**src/rtl/sc1_prog_loader.sv**
```systemverilog
// Boot loader: packs a framed byte stream (SYNC, LEN, LEN*4 bytes, little-endian) into program RAM writes and sequences sc1_cpu reset.
// Write strobe lands one cycle after each word's 4th byte; in_ready drops only in HOLD, on the final write cycle and on the timeout cycle.
module sc1_prog_loader #(
    parameter int          ROM_ADDR_WIDTH = 8,
    parameter int          HOLD_CYCLES    = 4,
    parameter int          TIMEOUT_CYCLES = 1000000,
    parameter logic [7:0]  SYNC_BYTE      = 8'hA5
) (
    input  logic                      clk,
    input  logic                      reset,
    input  logic [7:0]                in_data,
    input  logic                      in_valid,
    output logic                      in_ready,
    output logic                      prog_we,
    output logic [ROM_ADDR_WIDTH-1:0] prog_addr,
    output logic [31:0]               prog_data,
    output logic                      cpu_reset,
    output logic                      busy,
    output logic                      done,
    output logic                      error
);

    localparam int HW = $clog2(HOLD_CYCLES) + 1;
    localparam int TW = $clog2(TIMEOUT_CYCLES) + 1;
    localparam logic [HW-1:0] HOLD_LAST = HW'(HOLD_CYCLES - 1);
    localparam logic [TW-1:0] TO_LAST   = TW'(TIMEOUT_CYCLES - 1);

    typedef enum logic [1:0] {
        S_HOLD,
        S_IDLE,
        S_LEN,
        S_DATA
    } state_t;

    state_t                    state;
    logic [HW-1:0]             hold_cnt;
    logic [TW-1:0]             to_cnt;
    logic [8:0]                words_left;
    logic [1:0]                byte_idx;
    logic [23:0]               word_buf;
    logic [ROM_ADDR_WIDTH-1:0] word_addr;
    logic                      last_wr;
    logic                      from_load;

    logic in_frame;
    logic timeout_hit;
    logic xfer;

    // The last idle cycle of the timeout window refuses bytes, so the abort never races a transfer.
    assign in_frame    = (state == S_LEN) || (state == S_DATA);
    assign timeout_hit = in_frame && !last_wr && (to_cnt == TO_LAST);
    assign in_ready    = (state != S_HOLD) && !last_wr && !timeout_hit;
    assign xfer        = in_valid && in_ready;

    always_ff @(posedge clk) begin
        if (reset) begin
            state      <= S_HOLD;
            hold_cnt   <= '0;
            to_cnt     <= '0;
            words_left <= '0;
            byte_idx   <= '0;
            word_buf   <= '0;
            word_addr  <= '0;
            last_wr    <= 1'b0;
            from_load  <= 1'b0;
            cpu_reset  <= 1'b1;
            prog_we    <= 1'b0;
            prog_addr  <= '0;
            prog_data  <= '0;
            busy       <= 1'b0;
            done       <= 1'b0;
            error      <= 1'b0;
        end else begin
            prog_we <= 1'b0;
            done    <= 1'b0;
            case (state)
                S_HOLD: begin
                    if (hold_cnt == HOLD_LAST) begin
                        state     <= S_IDLE;
                        hold_cnt  <= '0;
                        cpu_reset <= 1'b0;
                        done      <= from_load;
                        from_load <= 1'b0;
                    end else begin
                        hold_cnt <= hold_cnt + 1'b1;
                    end
                end
                S_IDLE: begin
                    if (xfer && (in_data == SYNC_BYTE)) begin
                        state     <= S_LEN;
                        cpu_reset <= 1'b1;
                        error     <= 1'b0;
                        busy      <= 1'b1;
                        to_cnt    <= '0;
                    end
                end
                S_LEN: begin
                    if (xfer) begin
                        words_left <= (in_data == 8'd0) ? 9'd256 : {1'b0, in_data};
                        word_addr  <= '0;
                        byte_idx   <= '0;
                        to_cnt     <= '0;
                        state      <= S_DATA;
                    end else if (timeout_hit) begin
                        state <= S_IDLE;
                        error <= 1'b1;
                        busy  <= 1'b0;
                    end else begin
                        to_cnt <= to_cnt + 1'b1;
                    end
                end
                S_DATA: begin
                    if (last_wr) begin
                        // Final write strobe is on the bus this cycle; CPU stays in reset through HOLD.
                        state     <= S_HOLD;
                        hold_cnt  <= '0;
                        busy      <= 1'b0;
                        last_wr   <= 1'b0;
                        from_load <= 1'b1;
                    end else if (xfer) begin
                        to_cnt   <= '0;
                        byte_idx <= byte_idx + 1'b1;
                        case (byte_idx)
                            2'd0: word_buf[7:0]   <= in_data;
                            2'd1: word_buf[15:8]  <= in_data;
                            2'd2: word_buf[23:16] <= in_data;
                            default: begin
                                prog_we    <= 1'b1;
                                prog_data  <= {in_data, word_buf};
                                prog_addr  <= word_addr;
                                word_addr  <= word_addr + 1'b1;
                                words_left <= words_left - 1'b1;
                                if (words_left == 9'd1) begin
                                    last_wr <= 1'b1;
                                end
                            end
                        endcase
                    end else if (timeout_hit) begin
                        state <= S_IDLE;
                        error <= 1'b1;
                        busy  <= 1'b0;
                    end else begin
                        to_cnt <= to_cnt + 1'b1;
                    end
                end
                default: state <= S_HOLD;
            endcase
        end
    end

endmodule
```
**config.mk**
```make
export PLATFORM = sky130hd
export DESIGN_NAME = sc1_prog_loader
export DESIGN_NICKNAME = d
export VERILOG_FILES = /design/src/rtl/sc1_prog_loader.sv
export SDC_FILE = /design/constraint.sdc
export NUM_CORES = 1
export LEC_CHECK = 0
export CAP_MARGIN = 0
export CORE_MARGIN = 2
export CORE_UTILIZATION = 56
export DETAILED_ROUTE_END_ITERATION = 10
export PLACE_DENSITY = 0.75
export SLEW_MARGIN = 0
export SYNTH_ARGS = -nofsm -noshare
export SYNTH_HDL_FRONTEND = slang
export SYNTH_SLANG_ARGS = --single-unit
```
**constraint.sdc**
```tcl
create_clock -name clk -period 2.55 [get_ports clk]
set_input_delay 0.3825 -clock clk [delete_from_list [all_inputs] [get_ports clk]]
set_output_delay 0.3825 -clock clk [all_outputs]
set_load 0.01 [all_outputs]
```
==> results.yml <==
cells_and_area:
  final_area_mm2: 0.00660
  drive_gt1_share_pct: 13.7
  finalNonFillerCells: 767
  area_growth_pct: 29.6
  layout_common_cells: "dfxtp_1 (114), nor2_1 (96), mux2i_1 (67)"
  fillers: 630
  diodes: 0
  final_common_cell: "dfxtp_1"
  nets: 667
status:
  status: "complete, no violations"
global_route:
  grt_pass1_vias: 4356
  antenna_found_initial: 0
  grt-ovfl-total: 0
  grt_max_degree: 53
  grt_pass1_wl_mm: 21.3
  track_usage_pct: 26.9
routing:
  wl_per_cell_um: 16.7
  viasPerCell: 5.97
  antenna_left: 0
  drtIter0Drc: 229
  wirelength_mm: 12.8
  via_count: 4576
  first_pass_iters: 7
  drc: 0
power_and_ir_drop:
  internal_power_mw: 3.48
  p_sw_share_pct: 22.1
  powerDensity_mw_per_mm2: 677
  leakage_nw: 2.44
  seqPwrFrac_pct: 41.2
  ir_drop_mv: 0.681
  pwr-share-comb_pct: 3.5
  clkPwrFrac_pct: 55.4
  p_switching_uw: 989
  p_total_mw: 4.47
logic_synthesis:
  seq_area_frac_synth_pct: 45.6
  synth.distinct_cells: 57
  synthXorXnorAreaFrac_pct: 0.516
  async_flop_share_pct: 0
  synth_cells: 563
  synth_ff_type: "dfxtp_1"
  syn_nets: 583
  ys.warnings.count: 0
  yosys-mux-area-fraction_pct: 13.4
  yosys.area_share.simple_pct: 22.6
  synth_top_family_by_area: "simple AND/OR/NAND/NOR gates"
  synth_area_mm2: 0.00509
  synth-compound-area-share_pct: 12.0
  postSynthAreaPerCell_um2: 9.05
  ys_ff_latch: 116
  synthAdderAreaFrac_pct: 2.21
  synth-edff-count: 0
cts:
  insertion_delay_ps: 510
  clk_pin_slew_ps: 60
  cts_num_sinks: 116
  htreeDepth: 4
  clk_path_buf_depth: 2
  cts_tree: "yes"
  cts-buffers-inserted: 17
  root_buffer: "clkbuf_8"
floorplan:
  fp.dieArea_mm2: 0.00987
  core_mm2: 0.00876
  initial_core_util_pct: 58.1
  die_h_um: 99.4
  io_pins: 57
  row_count: 34
  die_w_um: 99.4
placed_design:
  gp_congestion: 0.867
  placed_area_mm2: 0.00596
  dp.cells: 735
  port-buffer-count: 56
  dp_slack_ps: -29.0
  place_hpwl_mm: 8.37
worst_setup_path:
  end_kind: "primary output"
  cp.arrival_ps: 2140
  r2r_start: "to_cnt[11]"
  crit_type: "flop to primary output"
  crit_fanout: 2
  cp-start-kind: "flop"
  required_ps: 2170
  cp_slowest_cell: "or4b_4"
  rrSetupSlack_ps: 180
  slowest_delay_ps: 540
  r2r-end: "words_left[2]"
  cp_cell_sequence: "or4b_4 -> or4_4 -> nor2_4 -> nor3_2 -> buf_2"
  reg2reg_depth: 7
sta:
  hold_ws_ps: 277
  tightest_slew_ps: 649
  max_freq_mhz: 397
  rsz0062_at_grt: "yes"
  slew_viol_final: 0
  final-hold-violation-count: 0
  setup_viol: 0
  relSlewSlack_pct: 56.7
  clock_skew_ps: 9.75
  fin_ws_ps: 30.0
  finalWorstPathRequiredPeriod_ps: 2520
  fin_crit_sh_pct: 98.8
min_path:
  worstHoldStart: "reset"
  hold_end: "to_cnt[3]"
  holdPathStages: 4
  hp-class: "primary input to flop"
run:
  drv_cap: 0
[metrics by stage]
step	setup TNS (ps)	util, %
after CTS	0	75.2
after detailed placement	-217	68.0
after global routing	-40.0	75.3
final	0	75.3
after global placement	0	68.0
after floorplan	0	-
[repair_timing]
item | in CTS | in global routing
buffers inserted | 1 | 0
endpoints found under the setup margin | 1 | 1
hold buffers | 0 | 0
resized for setup | 9 | 3
pin swaps | 2 | 0
[registers in the layout, indices dropped and copies added, names as in the netlist, 2 cells and up]
register,count
word_buf,24
hold_cnt,3
prog_data,32
state,2
words_left,9
to_cnt,21
prog_addr,8
word_addr,8
byte_idx,2
[cell usage after synthesis (all sizes together) (4+ instances only)]
master | number | area (um2)
ha | 9 | 113
inv | 13 | 48.8
nand2 | 34 | 128
dfxtp | 116 | 2320
a221o | 13 | 130
nor3 | 15 | 75.1
and3 | 16 | 100
nor2 | 97 | 364
nor4 | 6 | 52.6
nand4 | 8 | 50.1
o21ai | 17 | 88.8
clkbuf | 17 | 63.8
or4 | 6 | 45.0
buf | 11 | 70.1
a21oi | 31 | 170
nand3 | 25 | 125
or3 | 4 | 25.0
nand2b | 5 | 31.3
and2 | 7 | 43.8
mux2i | 67 | 671
[kinds of logic after synthesis]
logic type	after synthesis
xor gates and xnor gates	3
muxes	68
buffers and inverters	42
AOI/OAI and AO/OA	88
DFF	116
adders and majority gates	9
and+or+nand+nor	237
[layout make-up]
cell class,instances,area (um2),area share (%)
Timing Repair Buffer,93,853,12.9
Clock inverter,14,201,3.05
Inverter,14,52.6,0.796
Sequential cell,116,2320,35.2
Tap cell,108,135,2.05
Multi-Input combinational cell,405,2620,39.7
Clock buffer,17,414,6.27
[metal layers]
layer	vias to the layer above	routed length [um]	global-route usage (%)	share of wire [%]
met1	2197	5370	33.8	42
li1	2187	-	-	-
met5	-	0	0	0
met3	22	818	5.76	6.4
met4	0	293	12.2	2.3
met2	170	6300	44.6	49
[critical path, delay by kind of cell, from the launching register on]
family | cells | cell delay, ps
and+or+nand+nor | 4 | 1150
buffers and inverters | 1 | 150
DFF | 1 | 320
[power groups by stage]
stage               logic, mW  clock network [mW]  registers [mW]
floorplan              0.0852                   0            1.87
global placement        0.150                   0            1.88
detailed placement      0.155                   0            1.88
CTS                     0.154                2.50            1.84
global route            0.169                2.58            1.84
finish                  0.155                2.47            1.84
[how the worst max path moves through the flow]
stage	start	end	cells after the start
6_report	to_cnt[11]	in_ready	5
3_5_place_dp	in_data[4]	to_cnt[12]	6
2_1_floorplan	to_cnt[10]	to_cnt[14]	7
4_1_cts	to_cnt[11]	in_ready	5
3_3_place_gp	in_data[4]	to_cnt[10]	6
5_1_grt	to_cnt[11]	in_ready	5
No activity file was read; power rests on OpenSTA's default activity.
